--- src/rtl/bus_timer_pkg.sv ---
// bus_timer shared definitions: register offsets,
// control/status bit positions and reset constants.
package bus_timer_pkg;

  typedef enum logic [3:0] {
    OFF_MTIME_LO    = 4'd0,
    OFF_MTIME_HI    = 4'd1,
    OFF_MTIMECMP_LO = 4'd2,
    OFF_MTIMECMP_HI = 4'd3,
    OFF_CTRL        = 4'd4,
    OFF_STATUS      = 4'd5,
    OFF_LED         = 4'd6
  } reg_off_e;

  localparam int CTRL_EN_BIT     = 0;
  localparam int CTRL_IE_BIT     = 1;
  localparam int STATUS_PEND_BIT = 0;
  localparam int LED_W           = 10;

  localparam logic [63:0] MTIMECMP_RST =
    64'hFFFF_FFFF_FFFF_FFFF;

  // Byte-lane merge of a 32-bit write into a register.
  function automatic logic [31:0] be_merge(
    input logic [31:0] old_v,
    input logic [31:0] new_v,
    input logic [3:0]  be
  );
    logic [31:0] r;
    r = old_v;
    for (int i = 0; i < 4; i++) begin
      if (be[i]) r[8*i +: 8] = new_v[8*i +: 8];
    end
    return r;
  endfunction

endpackage

--- src/rtl/bus_timer_tick_gen.sv ---
// Prescaler: counts 0..Divide-1 while enabled and
// flags the wrap cycle as a one-cycle tick.
module tick_gen #(
  parameter int Divide = 50
) (
  input  logic clk,
  input  logic rst,
  input  logic en,
  input  logic clr,
  output logic tick
);

  localparam int CW = (Divide > 1) ? $clog2(Divide) : 1;
  localparam logic [CW-1:0] LAST = CW'(Divide - 1);

  logic [CW-1:0] r_cnt;

  // Count enabled cycles; a clear always restarts the phase.
  always_ff @(posedge clk or posedge rst) begin
    if (rst) begin
      r_cnt <= '0;
    end else if (clr) begin
      r_cnt <= '0;
    end else if (en) begin
      r_cnt <= (r_cnt == LAST) ? '0 : r_cnt + 1'b1;
    end
  end

  assign tick = en && (r_cnt == LAST);

endmodule

--- src/rtl/bus_timer.sv ---
// Memory-mapped machine timer: 64-bit mtime/mtimecmp,
// pending/interrupt logic and a small LED register.
module bus_timer
  import bus_timer_pkg::*;
#(
  parameter int ClockFreqHz = 50_000_000,
  parameter int TickHz      = 1_000_000
) (
  input  logic             clk,
  input  logic             rst,
  input  logic [3:0]       addr,
  input  logic [31:0]      wdata,
  input  logic [3:0]       byte_en,
  input  logic             wr,
  input  logic             addr_strobe,
  output logic [31:0]      data,
  output logic             irq_o,
  output logic [LED_W-1:0] led_o
);

  localparam int Divide = ClockFreqHz / TickHz;

  logic [63:0]      r_mtime;
  logic [63:0]      r_mtimecmp;
  logic [31:0]      r_shadow;
  logic [31:0]      r_data;
  logic             r_en;
  logic             r_ie;
  logic             r_pend;
  logic             r_irq;
  logic [LED_W-1:0] r_led;

  logic        w_wr;
  logic        w_rd;
  logic        w_wr_lo;
  logic        w_wr_hi;
  logic        w_ctrl_wr;
  logic        w_pend_clr;
  logic        w_tick;
  logic        w_cmp;
  logic [31:0] w_rdata;

  assign w_wr    = addr_strobe && wr;
  assign w_rd    = addr_strobe && !wr;
  assign w_wr_lo = w_wr && (addr == OFF_MTIME_LO);
  assign w_wr_hi = w_wr && (addr == OFF_MTIME_HI);

  assign w_ctrl_wr = w_wr && (addr == OFF_CTRL)
                     && byte_en[0];
  assign w_pend_clr = w_wr && (addr == OFF_STATUS)
                      && byte_en[0]
                      && wdata[STATUS_PEND_BIT];

  assign w_cmp = (r_mtime >= r_mtimecmp);

  tick_gen #(
    .Divide(Divide)
  ) u_tick (
    .clk (clk),
    .rst (rst),
    .en  (r_en),
    .clr (w_ctrl_wr),
    .tick(w_tick)
  );

  // mtime: a bus write to either half beats the tick.
  always_ff @(posedge clk or posedge rst) begin
    if (rst) begin
      r_mtime <= '0;
    end else if (w_wr_lo) begin
      r_mtime[31:0] <=
        be_merge(r_mtime[31:0], wdata, byte_en);
    end else if (w_wr_hi) begin
      r_mtime[63:32] <=
        be_merge(r_mtime[63:32], wdata, byte_en);
    end else if (w_tick) begin
      r_mtime <= r_mtime + 64'd1;
    end
  end

  // mtimecmp halves.
  always_ff @(posedge clk or posedge rst) begin
    if (rst) begin
      r_mtimecmp <= MTIMECMP_RST;
    end else if (w_wr) begin
      if (addr == OFF_MTIMECMP_LO)
        r_mtimecmp[31:0] <=
          be_merge(r_mtimecmp[31:0], wdata, byte_en);
      if (addr == OFF_MTIMECMP_HI)
        r_mtimecmp[63:32] <=
          be_merge(r_mtimecmp[63:32], wdata, byte_en);
    end
  end

  // CTRL and LED registers; only implemented bits stored.
  always_ff @(posedge clk or posedge rst) begin
    if (rst) begin
      r_en  <= 1'b0;
      r_ie  <= 1'b0;
      r_led <= '0;
    end else begin
      if (w_ctrl_wr) begin
        r_en <= wdata[CTRL_EN_BIT];
        r_ie <= wdata[CTRL_IE_BIT];
      end
      if (w_wr && (addr == OFF_LED)) begin
        if (byte_en[0]) r_led[7:0] <= wdata[7:0];
        if (byte_en[1]) r_led[9:8] <= wdata[9:8];
      end
    end
  end

  // PEND is sticky on compare; a clear wins for one cycle.
  always_ff @(posedge clk or posedge rst) begin
    if (rst) begin
      r_pend <= 1'b0;
      r_irq  <= 1'b0;
    end else begin
      r_pend <= w_pend_clr ? 1'b0 : (r_pend || w_cmp);
      r_irq  <= r_pend && r_ie;
    end
  end

  // Read mux.
  always_comb begin
    w_rdata = '0;
    case (addr)
      OFF_MTIME_LO:    w_rdata = r_mtime[31:0];
      OFF_MTIME_HI:    w_rdata = r_shadow;
      OFF_MTIMECMP_LO: w_rdata = r_mtimecmp[31:0];
      OFF_MTIMECMP_HI: w_rdata = r_mtimecmp[63:32];
      OFF_CTRL: begin
        w_rdata[CTRL_EN_BIT] = r_en;
        w_rdata[CTRL_IE_BIT] = r_ie;
      end
      OFF_STATUS:      w_rdata[STATUS_PEND_BIT] = r_pend;
      OFF_LED:         w_rdata[LED_W-1:0] = r_led;
      default:         w_rdata = '0;
    endcase
  end

  // Registered read data; an LO read snapshots the HI half.
  always_ff @(posedge clk or posedge rst) begin
    if (rst) begin
      r_data   <= '0;
      r_shadow <= '0;
    end else if (w_rd) begin
      r_data <= w_rdata;
      if (addr == OFF_MTIME_LO) r_shadow <= r_mtime[63:32];
    end
  end

  assign data  = r_data;
  assign irq_o = r_irq;
  assign led_o = r_led;

endmodule

--- config.mk ---
export PLATFORM = sky130hd
export DESIGN_NAME = bus_timer
export DESIGN_NICKNAME = d
export VERILOG_FILES = /design/src/rtl/bus_timer_pkg.sv /design/src/rtl/bus_timer_tick_gen.sv /design/src/rtl/bus_timer.sv
export SDC_FILE = /design/constraint.sdc
export NUM_CORES = 1
export LEC_CHECK = 0
export ABC_AREA = 1
export ABC_CLOCK_PERIOD_IN_PS = 7100
export BUFFER_PORTS_ARGS = -buffer_cell sky130_fd_sc_hd__buf_2
export CAP_MARGIN = 5
export CORE_MARGIN = 1
export CORE_UTILIZATION = 60
export CTS_CLUSTER_SIZE = 20
export DETAILED_ROUTE_END_ITERATION = 8
export PLACE_DENSITY_LB_ADDON = 0.05
export SYNTH_ARGS = -nofsm -noshare
export SYNTH_HDL_FRONTEND = slang
export SYNTH_SLANG_ARGS = --single-unit
--- constraint.sdc ---
create_clock -name clk -period 7.1 [get_ports clk]
set_clock_uncertainty 0.1 [all_clocks]
set_input_delay 0.71 -clock clk [delete_from_list [all_inputs] [get_ports clk]]
set_output_delay 0.71 -clock clk [all_outputs]
set_load 0.01 [all_outputs]
==> Word-level counts from Yosys, hierarchy flattened <==
Index checks and enable logic that the tools add are counted.
{ "totals": {"reg_bits": 212, "out_inout_bits": 43, "input_bits": 44} }
{ "op_classes": {"n_bitwise": 1, "n_addsub": 2, "muxes": 16, "n_reduce_logical": 37, "eq_ne": 16, "order_cmp": 1} }
{ "op_table": {"columns": ["cell", "count"], "rows": [
  ["$mux 32", 3],
  ["$pmux 22 s4", 1],
  ["$add 64x1->64 const B", 1],
  ["$ge 64x64->1", 1],
  ["$mux 64", 1],
  ["$reduce_and 3->1", 16],
  ["$pmux 8 s5", 1],
  ["$mux 8", 4],
  ["$mux 6", 3],
  ["$ne 2x2->1 const B", 9],
  ["$eq 4x3->1 const B", 3],
  ["$logic_and 1x1->1", 12],
  ["$eq 4x2->1 const B", 2],
  ["$pmux 1 s7", 1],
  ["$add 6x1->6 const B", 1],
  ["$eq 6x6->1 const B", 1],
  ["$pmux 1 s6", 1],
  ["$reduce_and 2->1", 3],
  ["$reduce_bool 2->1", 3],
  ["$eq 4x1->1 const B", 1],
  ["$logic_not 4->1", 1],
  ["$logic_not 1->1", 1],
  ["$logic_or 1x1->1", 1],
  ["$mux 1", 1],
  ["$not 1->1", 1]
]} }

==> Logic depth before layout (Yosys ltp) <==
Gate-level depths: netlist of run 1.
{ "logic_depth": {"depth_word": 5, "mapped_depth": 15, "ltp_nobuf": 15} }

==> By module <==
From an unflattened synthesis of run 1, not the netlist that was laid out.
{ "hier_totals": {"hier_cells": 1841, "area_unflattened_um2": 13361.6} }
{ "modules_own_cells": {"columns": ["module", "cells_per_inst", "seq_area_each_um2", "area_each_um2", "instances"], "rows": [
  ["bus_timer", 1795, 5235.0, 12982.5, 1],
  ["tick_gen", 46, 150.1, 379.1, 1]
]} }

==> Worst setup path after synthesis of run 1 <==
OpenSTA, ideal clock, no wires.
{ "synth_path": {"kind": "input to register", "from": "input addr[1]", "to": "register r_mtime[56]", "setup_slack_ns": 5.122, "setup_time_ns": 0.117, "t_arrival_ns": 1.761, "path_stages": 11, "cell_sequence": "nor2_4 nand2_4 nor2_8 inv_4 nand3_2 nand2_4 o21ai_2 buf_6 a21oi_1 nand2_1 nand2_1"} }
{ "synth_between": {"elab_chain_cells": 4} }
{ "synth_rtl": {"columns": ["element", "line", "text"], "rows": [
  ["from (decl)", "bus_timer.sv:11", "input logic [3:0] addr,"],
  ["$eq 4x1->1 / $logic_not 4->1 (equally long branches)", "bus_timer.sv:46, bus_timer.sv:45", null],
  ["$logic_and 1x1->1 (on tied branches)", "bus_timer.sv:46, bus_timer.sv:45", null],
  ["$ne 2x2->1 (no line), or another cell as far along", null, null],
  ["$reduce_and 3->1 (no line)", null, null],
  ["to (signal assigned)", "bus_timer.sv:74", "r_mtime[63:32] <="],
  ["to (signal assigned)", "bus_timer.sv:77", "r_mtime <= r_mtime + 64'd1;"],
  ["to (decl)", "bus_timer.sv:23", "logic [63:0] r_mtime;"]
]} }
Parallel ways exist; a longest one is shown, timed or not.
A chain may end at the register's enable or synchronous reset.

==> Worst setup path in the final report of run 1 <==
{ "layout_path": {"from": "input wr", "to": "register r_mtime[20]"} }
{ "layout_between": {"elab_chain_cells": 4} }
{ "layout_rtl": {"columns": ["element", "line", "text"], "rows": [
  ["from (decl)", "bus_timer.sv:14", "input logic wr,"],
  ["$logic_and 1x1->1 (*)", "bus_timer.sv:43", "assign w_wr = addr_strobe && wr;"],
  ["$logic_and 1x1->1 (on tied branches)", "bus_timer.sv:45, bus_timer.sv:46", null],
  ["$ne 2x2->1 (no line) / $reduce_bool 2->1 (equally long branches)", null, null],
  ["$reduce_and 3->1 (no line)", null, null],
  ["to (signal assigned)", "bus_timer.sv:71", "r_mtime[31:0] <="],
  ["to (signal assigned)", "bus_timer.sv:77", null]
]} }
Every way passes the cells marked *; elsewhere a longest branch is shown, timed or not.

==> results of run 1 <==
[power by group through the flow]
stage	Clock (mW)	Sequential, mW	Combinational (mW)
after global placement	0	1.67	0.984
final	1.39	1.67	1.05
after floorplan	0	1.61	0.714
after global routing	1.43	1.69	1.18
after CTS	1.39	1.66	1.03
after detailed placement	0	1.67	1.02
[per-stage QoR]
stage	cell area, um^2	std cells	util [%]
after CTS	14800	2207	67.9
after detailed placement	13900	2163	63.8
final	14800	2207	67.9
after global placement	13900	2163	63.8
after global routing	14800	2207	67.9
after floorplan	13300	1842	-
[layout by cell type, fill, tap and decap left out, types with 27 or more instances in the layout]
master	netlist	routed
inv_1	205	204
nand3_1	85	85
nand2_1	632	631
o21ai_0	182	182
ha_1	67	67
clkbuf_16	0	29
dfstp_2	64	64
nand4_1	27	27
nor2_1	135	134
a21oi_1	63	63
buf_2	12	86
dfrtp_1	148	148
[cell families after synthesis]
group           count (synthesis)  share of synthesized area (%)
buf+inv                       265                           7.87
xor+xnor                       18                           1.18
compound gates                342                           14.9
flops                         212                           40.4
fa+ha+maj                      67                           6.29
simple gates                  938                           29.3
[flip-flops by register name, indices dropped and copies added (netlist names)]
signal	flops
data	32
irq_o	1
led_o	10
r_en	1
r_ie	1
r_mtime	64
r_mtimecmp	64
r_pend	1
r_shadow	32
u_tick.r_cnt	6
[how the worst max path moves through the flow]
stage,from,end,slack (ps),cells past startpoint
CTS,wr,r_mtime[20]$_DFFE_PP0P_,4360,10
detailed placement,wr,r_mtime[59]$_DFFE_PP0P_,3840,8
global route,wr,r_mtime[48]$_DFFE_PP0P_,4140,8
finish,wr,r_mtime[20]$_DFFE_PP0P_,4310,10
global placement,wr,r_mtime[20]$_DFFE_PP0P_,3920,10
floorplan,rst,data[0]$_DFFE_PP0P_,600,1
[Yosys cell counts, types with 3 or more instances]
master,count
xor2_1,9
nor3_1,23
nand3_1,85
o2111ai_1,23
a21oi_1,63
nand2_2,4
o21ai_1,20
inv_1,205
clkbuf_1,32
nor2_4,3
o21ai_2,4
ha_1,67
dfrtp_1,148
a211oi_1,6
xnor2_1,9
o21ai_0,182
o21ai_4,6
dfstp_2,64
buf_2,12
a31oi_1,4
inv_2,7
nand4_1,27
nand2_1,632
buf_6,4
o211ai_1,13
a22oi_1,3
nor3_2,5
o22ai_1,6
nor4_1,4
a21o_1,4
nor2_1,135
nor2_2,9
[critical path: stages]
cell,delay (ps)
buf_2,120
nand2_2,210
nor2_4,730
inv_4,430
nand4_4,330
o21ai_4,160
inv_2,180
a21oi_1,70
nand2_1,100
nand2_1,50
[routing by layer]
layer	global-route usage, %	wire length (um)	vias up
li1	-	-	6153
met1	53.9	18500	6301
met2	63.9	20200	660
met3	7.59	3970	125
met4	16.3	1720	0
met5	0	0	-
[final cells by class]
cell class | instances | area, um^2
inverter | 214 | 816
clock buffer | 38 | 820
sequential | 212 | 5390
fill | 1870 | 7000
tap | 280 | 350
multi-input combinational | 1365 | 6900
timing repair buffer | 92 | 475
clock inverter | 6 | 80.1
==> metrics.md, run 1 <==
| Metric | Value |
|---|---|
| Tcrit/Tclk final | `39.3%` |
| Sequential-to-total area share from yosys stat | `about two fifths` |
| Worst-path clk slew | `approximately 60 ps` |
| PD cells | `277 nW/um^2` |
| Global-route wire length before repair | `approximately 70000 um` |
| Post-Synthesis Cells | `~1800` |
| Flop pwr share | `a little over 40%` |
| Post-CTS Setup Bufs | `0` |
| Initial antenna violation count | `0` |
| Vias in the first global route | `between 10000 and 15000` |
| Synth top area cells | `dfrtp_1 28%, nand2_1 18%, dfstp_2 13%, o21ai_0 6.8%, ha_1 6.3%` |
| HPWL after detailed placement | `roughly 32000 um` |
| Worst r2r src | `r_mtimecmp[55]$_DFFE_PP1P_` |
| Final worst slack | `~4300 ps` |
| Worst-Skew Late Latency | `between 500 and 600 ps` |
| DIE HEIGHT | `151 um` |
| Antenna cells | `0` |
| Largest net degree at the start of global routing | `142` |
| Synth area leader | `dfrtp_1` |
| Sw Share | `about a third` |
| DIE AREA | `approximately 23000 um^2` |
| Crit Path Max Fanout | `43` |
| Register-to-Register Path Depth | `8` |
| I/O pin count | `87` |
| Number of enable flip-flop cells after synthesis | `0` |
| Die X | `about 150 um` |
| CTS buffer count | `24` |
| GPL Wtd Cong | `1.05` |
| Worst Path Arrival | `a little over 3000 ps` |
| Clock buffer depth | `3` |
| Critical Path RT | `between 7000 and 8000 ps` |
| Mean area per synthesized cell | `7.23 um^2` |
| Switching pwr | `1.45 mW` |
| Unique masters post-synth | `49` |
| RSZ-0062 raised after global routing | `false` |
| Hold_buf cts | `0` |
| Syn-to-layout area delta | `11.3%` |
| Crit path time final | `around 2800 ps` |
| WL/cell | `20.1 um` |
| Via density | `6.00` |
| Clock sink count | `around 210` |
| Power Total | `between 4 and 5 mW` |
| Crit path capture type | `register` |
| Relative slew slack | `20.5%` |
| Post-Syn Nets | `1953` |
| R2R Path End | `r_pend$_DFF_PP0_` |
| Routed WL | `44300 um` |
| Int Power | `2.66 mW` |
| DR pass1 iterations | `5` |
| Comb power frac | `25.5%` |
| Fmax | `~360 MHz` |
| Netlist Area Pre-Place | `13300 um^2` |
| Pleak | `about 6.9 nW` |
| Total gr overflow | `0` |
| FF-to-FF setup slack | `4460 ps` |
| MaxCap Viol Count | `0` |
| Final setup vio count | `0` |
| Buffers added on ports | `86` |
| Status | `finished, final reports clean` |
| Final hold vios | `0` |
| Number of core rows | `54` |
| Clk pwr share | `around a third` |
| Clk root buf | `clkbuf_16` |
| Final nets | `2020` |
| Worst-Margin Slew | `1190 ps` |
| GRT Total Usage | `40.2%` |
| Gates resized, CTS repair | `0` |
| Startpoint Class | `input port` |
| Antenna Nets Post-Route | `0` |
| Hold slack | `231 ps` |
| TritonCTS clock tree | `yes` |
| Max-slew violation count | `0` |
| # DRC | `0` |
| 1st-iter DRT viols | `1312` |
| Initial Utilization | `61.0%` |
| Core area | `21800 um^2` |
| H-tree depth | `1` |
| Share of the synthesized area in the top cell type | `27.8%` |
| Via count | `13200` |
| Worst Hold Class | `input port to async pin` |
| Max IR drop VDD | `218 uV` |
| CP Class | `input port to register` |
| Syn. warnings | `0` |
| Pre-CTS WS | `3840 ps` |
| Most used flip-flop cell after synthesis | `dfrtp_1` |
| Share of post-route cells with drive strength above 1 | `12.9%` |
| Setup TNS | `0 ps` |
| FFs w/ async S/R, synth | `100%` |
| Flops & latches, synth | `212` |
(Power assumes the default switching activity.)
==> run 2: changes to the inputs <==
Settings changed: ABC_CLOCK_PERIOD_IN_PS 7100 to 2290, CORE_UTILIZATION 60 to 56.
Clock period 7.1 ns to 2.29 ns, I/O delays scaled along.
==> run 2 against run 1 <==
Effect of this change:
- the flow now finishes with violations (design-rule violations)
- final cell count rose by 7.6%
- clock power rose to 2.9 times the previous value
- via count rose by 3.4%
- sequential share of layout area fell by 2.5 points
- die area rose by 7.0%
- flip-flop and latch count did not move
- sequential power rose to 3.1 times the previous value
- routed wire length rose by 8.1%
- register-to-register slack got worse by 4300 ps
- core utilization rose by 0.23 points
- cell area rose by 7.6%
- critical endpoint is now r_pend$_DFF_PP0_
- largest cell class unchanged
==> metrics.md, run 2 (synthesized netlist as in run 1, its figures left out) <==
| Metric | Value |
|---|---|
| Status | `finished, violations left` |
| Failing checks | `design-rule violations` |
| WL/cell | `20.2 um` |
| MaxCap Viol Count | `0` |
| RSZ-0062 raised after global routing | `true` |
| Max-slew violation count | `0` |
| Worst-path clk slew | `70 ps` |
| HPWL after detailed placement | `36500 um` |
| Crit path time final | `2180 ps` |
| Final setup vio count | `0` |
| Syn-to-layout area delta | `19.7%` |
| Largest net degree at the start of global routing | `77` |
| Slowest CP cell | `dfstp_2` |
| Share of post-route cells with drive strength above 1 | `17.0%` |
| Antenna cells | `0` |
| Via count | `13700` |
| Critical Path RT | `2670 ps` |
| Register-to-Register Path Depth | `8` |
| Biggest regs | `r_mtime (64), r_mtimecmp (64)` |
| Worst Path Arrival | `2560 ps` |
| Initial Utilization | `56.9%` |
| Routed WL | `47900 um` |
| Worst Hold Depth | `4` |
| CP cell instances | `inv_1, ha_1, nand2_1, nor4_1, nand2_1, nor2_1, nand2_1, a21oi_1` |
| Dpl cells | `between 2000 and 2500` |
| Max IR drop VDD | `745 uV` |
| Worst-Skew Late Latency | `roughly 550 ps` |
| Clk root buf | `clkbuf_16` |
| Initial antenna violation count | `0` |
| Most used cell, CP | `nand2_1` |
| Final worst slack | `approximately 110 ps` |
| CP Class | `register to register` |
| Final nets | `2147` |
| Tcrit/Tclk final | `between 90 and 100%` |
| Dpl cell area | `between 10000 and 15000 um^2` |
| Filler cells | `around 2100` |
| Clock sink count | `roughly 210` |
| Most common cell after layout, fill and taps aside | `nand2_1` |
| Vias in the first global route | `13200` |
| Reg area | `5390 um^2` |
| Via density | `roughly 5.8` |
| Pleak | `around 7.4 nW` |
| Global-route wire length before repair | `74800 um` |
| Number of core rows | `56` |
| Worst Hold Class | `input port to register` |
| DIE HEIGHT | `156 um` |
| Crit-path max cell delay | `540 ps` |
| TritonCTS clock tree | `yes` |
| Fmax | `459 MHz` |
| CTS buffer count | `25` |
| DIE AREA | `24400 um^2` |
| Most frequent cells in the layout | `631 x nand2_1, 204 x inv_1, 182 x o21ai_0` |
| GPL Wtd Cong | `1.02` |
| H-tree depth | `1` |
| Buffers added on ports | `86` |
| Pre-CTS WS | `40.0 ps` |
| Clock buffer depth | `3` |
| Worst-Margin Slew | `761 ps` |
| Relative slew slack | `49.3%` |
| DR pass1 iterations | `8` |
| Antenna Nets Post-Route | `0` |
| Multi-input logic area | `6950 um^2` |
| Die X | `156 um` |
| Crit path capture type | `register` |
| Core area | `23400 um^2` |
| Crit Path Max Fanout | `3` |
| GRT Total Usage | `40.5%` |
| Total gr overflow | `0` |
| PD cells | `803 nW/um^2` |
| Final hold vios | `0` |
| # DRC | `1` |
| 1st-iter DRT viols | `1593` |
| Setup TNS | `0 ps` |
| Layout Cells excl Fill | `between 2000 and 2500` |
| I/O pin count | `87` |
| Post-route cell area | `16000 um^2` |
| Startpoint Class | `register` |
[run 2: cell types whose count changed in the layout (fill, tap and decap cells not counted), sizes merged]
cell	before	now
clkbuf	38	40
bufinv	2	1
clkinvlp	0	3
clkinv	4	2
dlygate4sd3	0	35
buf	92	183
[run 2: metrics by stage]
stage | util (%) | power [mW] | hold slack (ps)
after floorplan | - | 7.20 | 271
after global placement | 62.9 | 8.48 | 293
after detailed placement | 62.9 | 8.59 | 298
after CTS | 68.0 | 12.7 | 35.8
after global routing | 68.2 | 13.5 | 62.3
final | 68.2 | 12.8 | 51.9
[run 2: per-layer routing]
| layer | global-route usage [%] | vias up | share of wire [%] |
|---|---|---|---|
| met5 | 0 | - | 0 |
| met4 | 15.3 | 0 | 3.9 |
| met1 | 54.4 | 6475 | 42 |
| met2 | 65.3 | 672 | 45 |
| li1 | - | 6420 | - |
| met3 | 6.84 | 126 | 8.9 |
[run 2: final timing paths]
path / slack (ps) / end / start
hold / removal: 50 / r_mtime[45]$_DFFE_PP0P_ / byte_en[1]
hold reg to reg: 370 / data[18]$_DFFE_PP0P_ / data[18]$_DFFE_PP0P_
setup / recovery: 110 / r_pend$_DFF_PP0_ / r_mtimecmp[63]$_DFFE_PP1P_
setup reg to reg: 110 / r_pend$_DFF_PP0_ / r_mtimecmp[63]$_DFFE_PP1P_
max in group asynchronous: 1160 / r_mtimecmp[56]$_DFFE_PP1P_ / rst
min in group asynchronous: 320 / r_mtimecmp[12]$_DFFE_PP1P_ / rst
[run 2: where the power goes]
| part | total, mW | leakage (nW) | internal [mW] | switching, mW |
|---|---|---|---|---|
| registers | 5.13 | 2.57 | 4.46 | 0.672 |
| clock network | 4.07 | 0.407 | 2.41 | 1.65 |
| logic | 3.61 | 4.47 | 1.32 | 2.29 |
[run 2: worst max-delay path, delay by kind of cell (launching register included)]
kind	cells	cell delay (ps)
simple gates	5	1040
flops	1	540
fa+ha+maj	1	290
compound gates	1	110
buf+inv	1	40
[run 2: layout make-up]
cell class | count | share of cell area [%]
Multi-Input combinational cell | 1365 | 43.5
Sequential cell | 212 | 33.8
Timing Repair Buffer | 218 | 9.85
Tap cell | 319 | 2.50
Inverter | 214 | 5.09
Clock inverter | 6 | 0.400
Clock buffer | 40 | 4.84
[run 2: repair_timing]
| action | in CTS | in global routing |
|---|---|---|
| endpoints found under the hold margin | 197 | 0 |
| gates resized for setup | 0 | 14 |
| setup buffers | 0 | 0 |
| hold buffers | 35 | 0 |
| setup endpoints to repair | 0 | 19 |
==> run 3: changes to the inputs <==
Settings changed: CORE_UTILIZATION 56 to 35.
==> run 3 against run 2 <==
Effect of this change:
- the run now ends clean
- largest cell class unchanged
- count of clock-buffer cells in the layout fell by 3
- first-iteration DRC count fell by 36%
- die area rose by 59%
- maximum frequency fell by 1.7%
- combinational power rose by 1%
- via count fell by 4.0%
- final cell count rose by 9.1%
- critical endpoint is now r_mtime[32]$_DFFE_PP0P_
- sequential power barely moved
- core utilization fell by 24 points
- highest routed layer unchanged
- non-clock buffer count rose by 21
==> metrics.md, run 3 (synthesized netlist as in run 1, its figures left out) <==
| Metric | Value |
|---|---|
| Final setup vio count | `0` |
| Core area | `37600 um^2` |
| TritonCTS clock tree | `yes` |
| Share of post-route cells with drive strength above 1 | `18.3%` |
| Post-route cell area | `16400 um^2` |
| Comb power frac | `27.6%` |
| Via count | `13200` |
| H-tree depth | `1` |
| Pleak | `7.60 nW` |
| Most common cell after layout, fill and taps aside | `nand2_1` |
| PD cells | `806 nW/um^2` |
| FF-to-FF setup slack | `70 ps` |
| Dpl cells | `2508` |
| Worst-path clk slew | `60 ps` |
| Die X | `197 um` |
| MaxCap Viol Count | `0` |
| Antenna cells | `0` |
| Reg area | `5390 um^2` |
| Clk pwr share | `33.8%` |
| Status | `finished, final reports clean` |
| WL/cell | `20.6 um` |
| DIE AREA | `approximately 39000 um^2` |
| Switching pwr | `about 4.7 mW` |
| Biggest regs | `r_mtime (64), r_mtimecmp (64)` |
| Worst r2r src | `r_mtime[18]$_DFFE_PP0P_` |
| CTS buffer count | `26` |
| Total gr overflow | `0` |
| Via density | `5.08` |
| Initial antenna violation count | `0` |
| HPWL after detailed placement | `about 42000 um` |
| Dpl cell area | `15100 um^2` |
| CP cell instances | `nand2_1, inv_1, nand2_1, nor2_2, nand2_1, nor2_2, buf_4, nand2_1, nand2_1, nand3_1, o211ai_1, nand2_1` |
| Max IR drop VDD | `421 uV` |
| Initial Utilization | `a little over a third` |
| Worst-Margin Slew | `736 ps` |
| Crit-path max cell delay | `430 ps` |
| Routed WL | `53200 um` |
| Flop pwr share | `38.5%` |
| Critical path endpoint | `r_mtime[32]$_DFFE_PP0P_` |
| Int Power | `8.57 mW` |
| DIE HEIGHT | `197 um` |
| Clock sink count | `212` |
| Worst-Skew Late Latency | `~570 ps` |
| Final hold vios | `0` |
| Final nets | `2169` |
| DR pass1 iterations | `8` |
| Most used cell, CP | `nand2_1` |
| Crit Path Max Fanout | `4` |
| 1st-iter DRT viols | `1023` |
| CP Class | `register to register` |
| Util after Layout | `43.7%` |
| Critical path startpoint | `r_mtime[18]$_DFFE_PP0P_` |
| Power Total | `around 13 mW` |
| Layout Cells excl Fill | `2589` |
| GPL Wtd Cong | `0.967` |
| I/O pin count | `87` |
| Most frequent cells in the layout | `630 x nand2_1, 204 x inv_1, 181 x o21ai_0` |
| Syn-to-layout area delta | `23.3%` |
| Pre-CTS WS | `roughly 5.2 ps` |
| Critical Path RT | `around 2600 ps` |
| Vias in the first global route | `around 13000` |
| Final worst slack | `74.4 ps` |
| Worst Hold Class | `input port to register` |
| Worst Path Arrival | `2550 ps` |
| Crit path capture type | `register` |
| Clock buffer depth | `3` |
| Relative slew slack | `between 50% and 60%` |
| GRT Total Usage | `27.9%` |
| # DRC | `0` |
| Global-route wire length before repair | `80400 um` |
| Hold slack | `12.3 ps` |
| Clk root buf | `clkbuf_16` |
| Slowest CP cell | `dfrtp_1` |
| Filler cells | `3912` |
| Crit path time final | `about 2200 ps` |
| Setup TNS | `0 ps` |
| Register-to-Register Path Depth | `12` |
| Tcrit/Tclk final | `between 90% and 100%` |
| Largest net degree at the start of global routing | `63` |
| Antenna Nets Post-Route | `0` |
| Number of core rows | `71` |
| R2R Path End | `r_mtime[32]$_DFFE_PP0P_` |
| Multi-input logic area | `6970 um^2` |
| Max-slew violation count | `0` |
| Sw Share | `35.3%` |
| Buffers added on ports | `86` |
| Fmax | `451 MHz` |
| Startpoint Class | `register` |
[run 3: changes by cell type in the layout (fill, tap and decap cells not counted), moves of 2 or more]
cell           change
buf_4             +24
clkbuf_8           -5
nor2_2             +5
clkinv_2           +4
nor2_1             -4
nor3_1             -4
bufinv_16          +3
nor3_2             +3
clkbuf_16          +2
dlygate4sd3_1      -2
[run 3: timing repair]
| item | 4_1_cts | 5_1_grt |
|---|---|---|
| setup buffers | 0 | 0 |
| hold buffers | 33 | 0 |
| gates resized for setup | 2 | 20 |
| hold endpoints to repair | 256 | 0 |
| pin swaps | 0 | 1 |
| endpoints found under the setup margin | 2 | 34 |
[run 3: cell type report]
type / instances / share of cell area, %
repair buffers: 239 / 10.4
inverters: 214 / 4.94
flip-flops and latches: 212 / 32.8
well taps: 511 / 3.89
clock inverters: 11 / 0.959
multi-input cells: 1365 / 42.4
clock buffers: 37 / 4.58
[run 3: power by group through the flow]
stage | Sequential (mW) | Clock (mW) | Combinational [mW]
6_report | 5.10 | 4.48 | 3.66
3_5_place_dp | 5.15 | 0 | 3.56
5_1_grt | 5.20 | 4.77 | 4.18
3_3_place_gp | 5.13 | 0 | 3.53
2_1_floorplan | 4.99 | 0 | 2.21
4_1_cts | 5.09 | 4.60 | 3.63
[run 3: worst min-delay path by stage]
stage	slack, ps	end	start	depth (start not counted)
finish	10	r_mtimecmp[33]$_DFFE_PP1P_	wdata[1]	3
global route	30	r_shadow[1]$_DFFE_PP0P_	wr	4
CTS	1	led_o[1]$_DFFE_PP0P_	wdata[1]	3
detailed placement	320	r_mtimecmp[11]$_DFFE_PP1P_	rst	2
global placement	330	r_mtimecmp[11]$_DFFE_PP1P_	rst	2
floorplan	270	r_mtimecmp[39]$_DFFE_PP1P_	wdata[7]	2
[run 3: metal layers]
metal  global-route usage (%)  vias to the layer above  routed length (um)
met1                     40.7                     6294               26000
met4                     7.26                        0                1440
li1                         -                     6464                   -
met2                     43.7                      320               23600
met5                        0                        -                   0
met3                     3.04                       73                2240
[run 3: worst max-delay path, delay by kind of cell (launching register included)]
| family | cells | cell delay [ps] |
|---|---|---|
| AO/OA/AOI/OAI | 1 | 90 |
| buffers and inverters | 2 | 250 |
| flip-flops | 1 | 430 |
| AND/OR/NAND/NOR | 9 | 1220 |
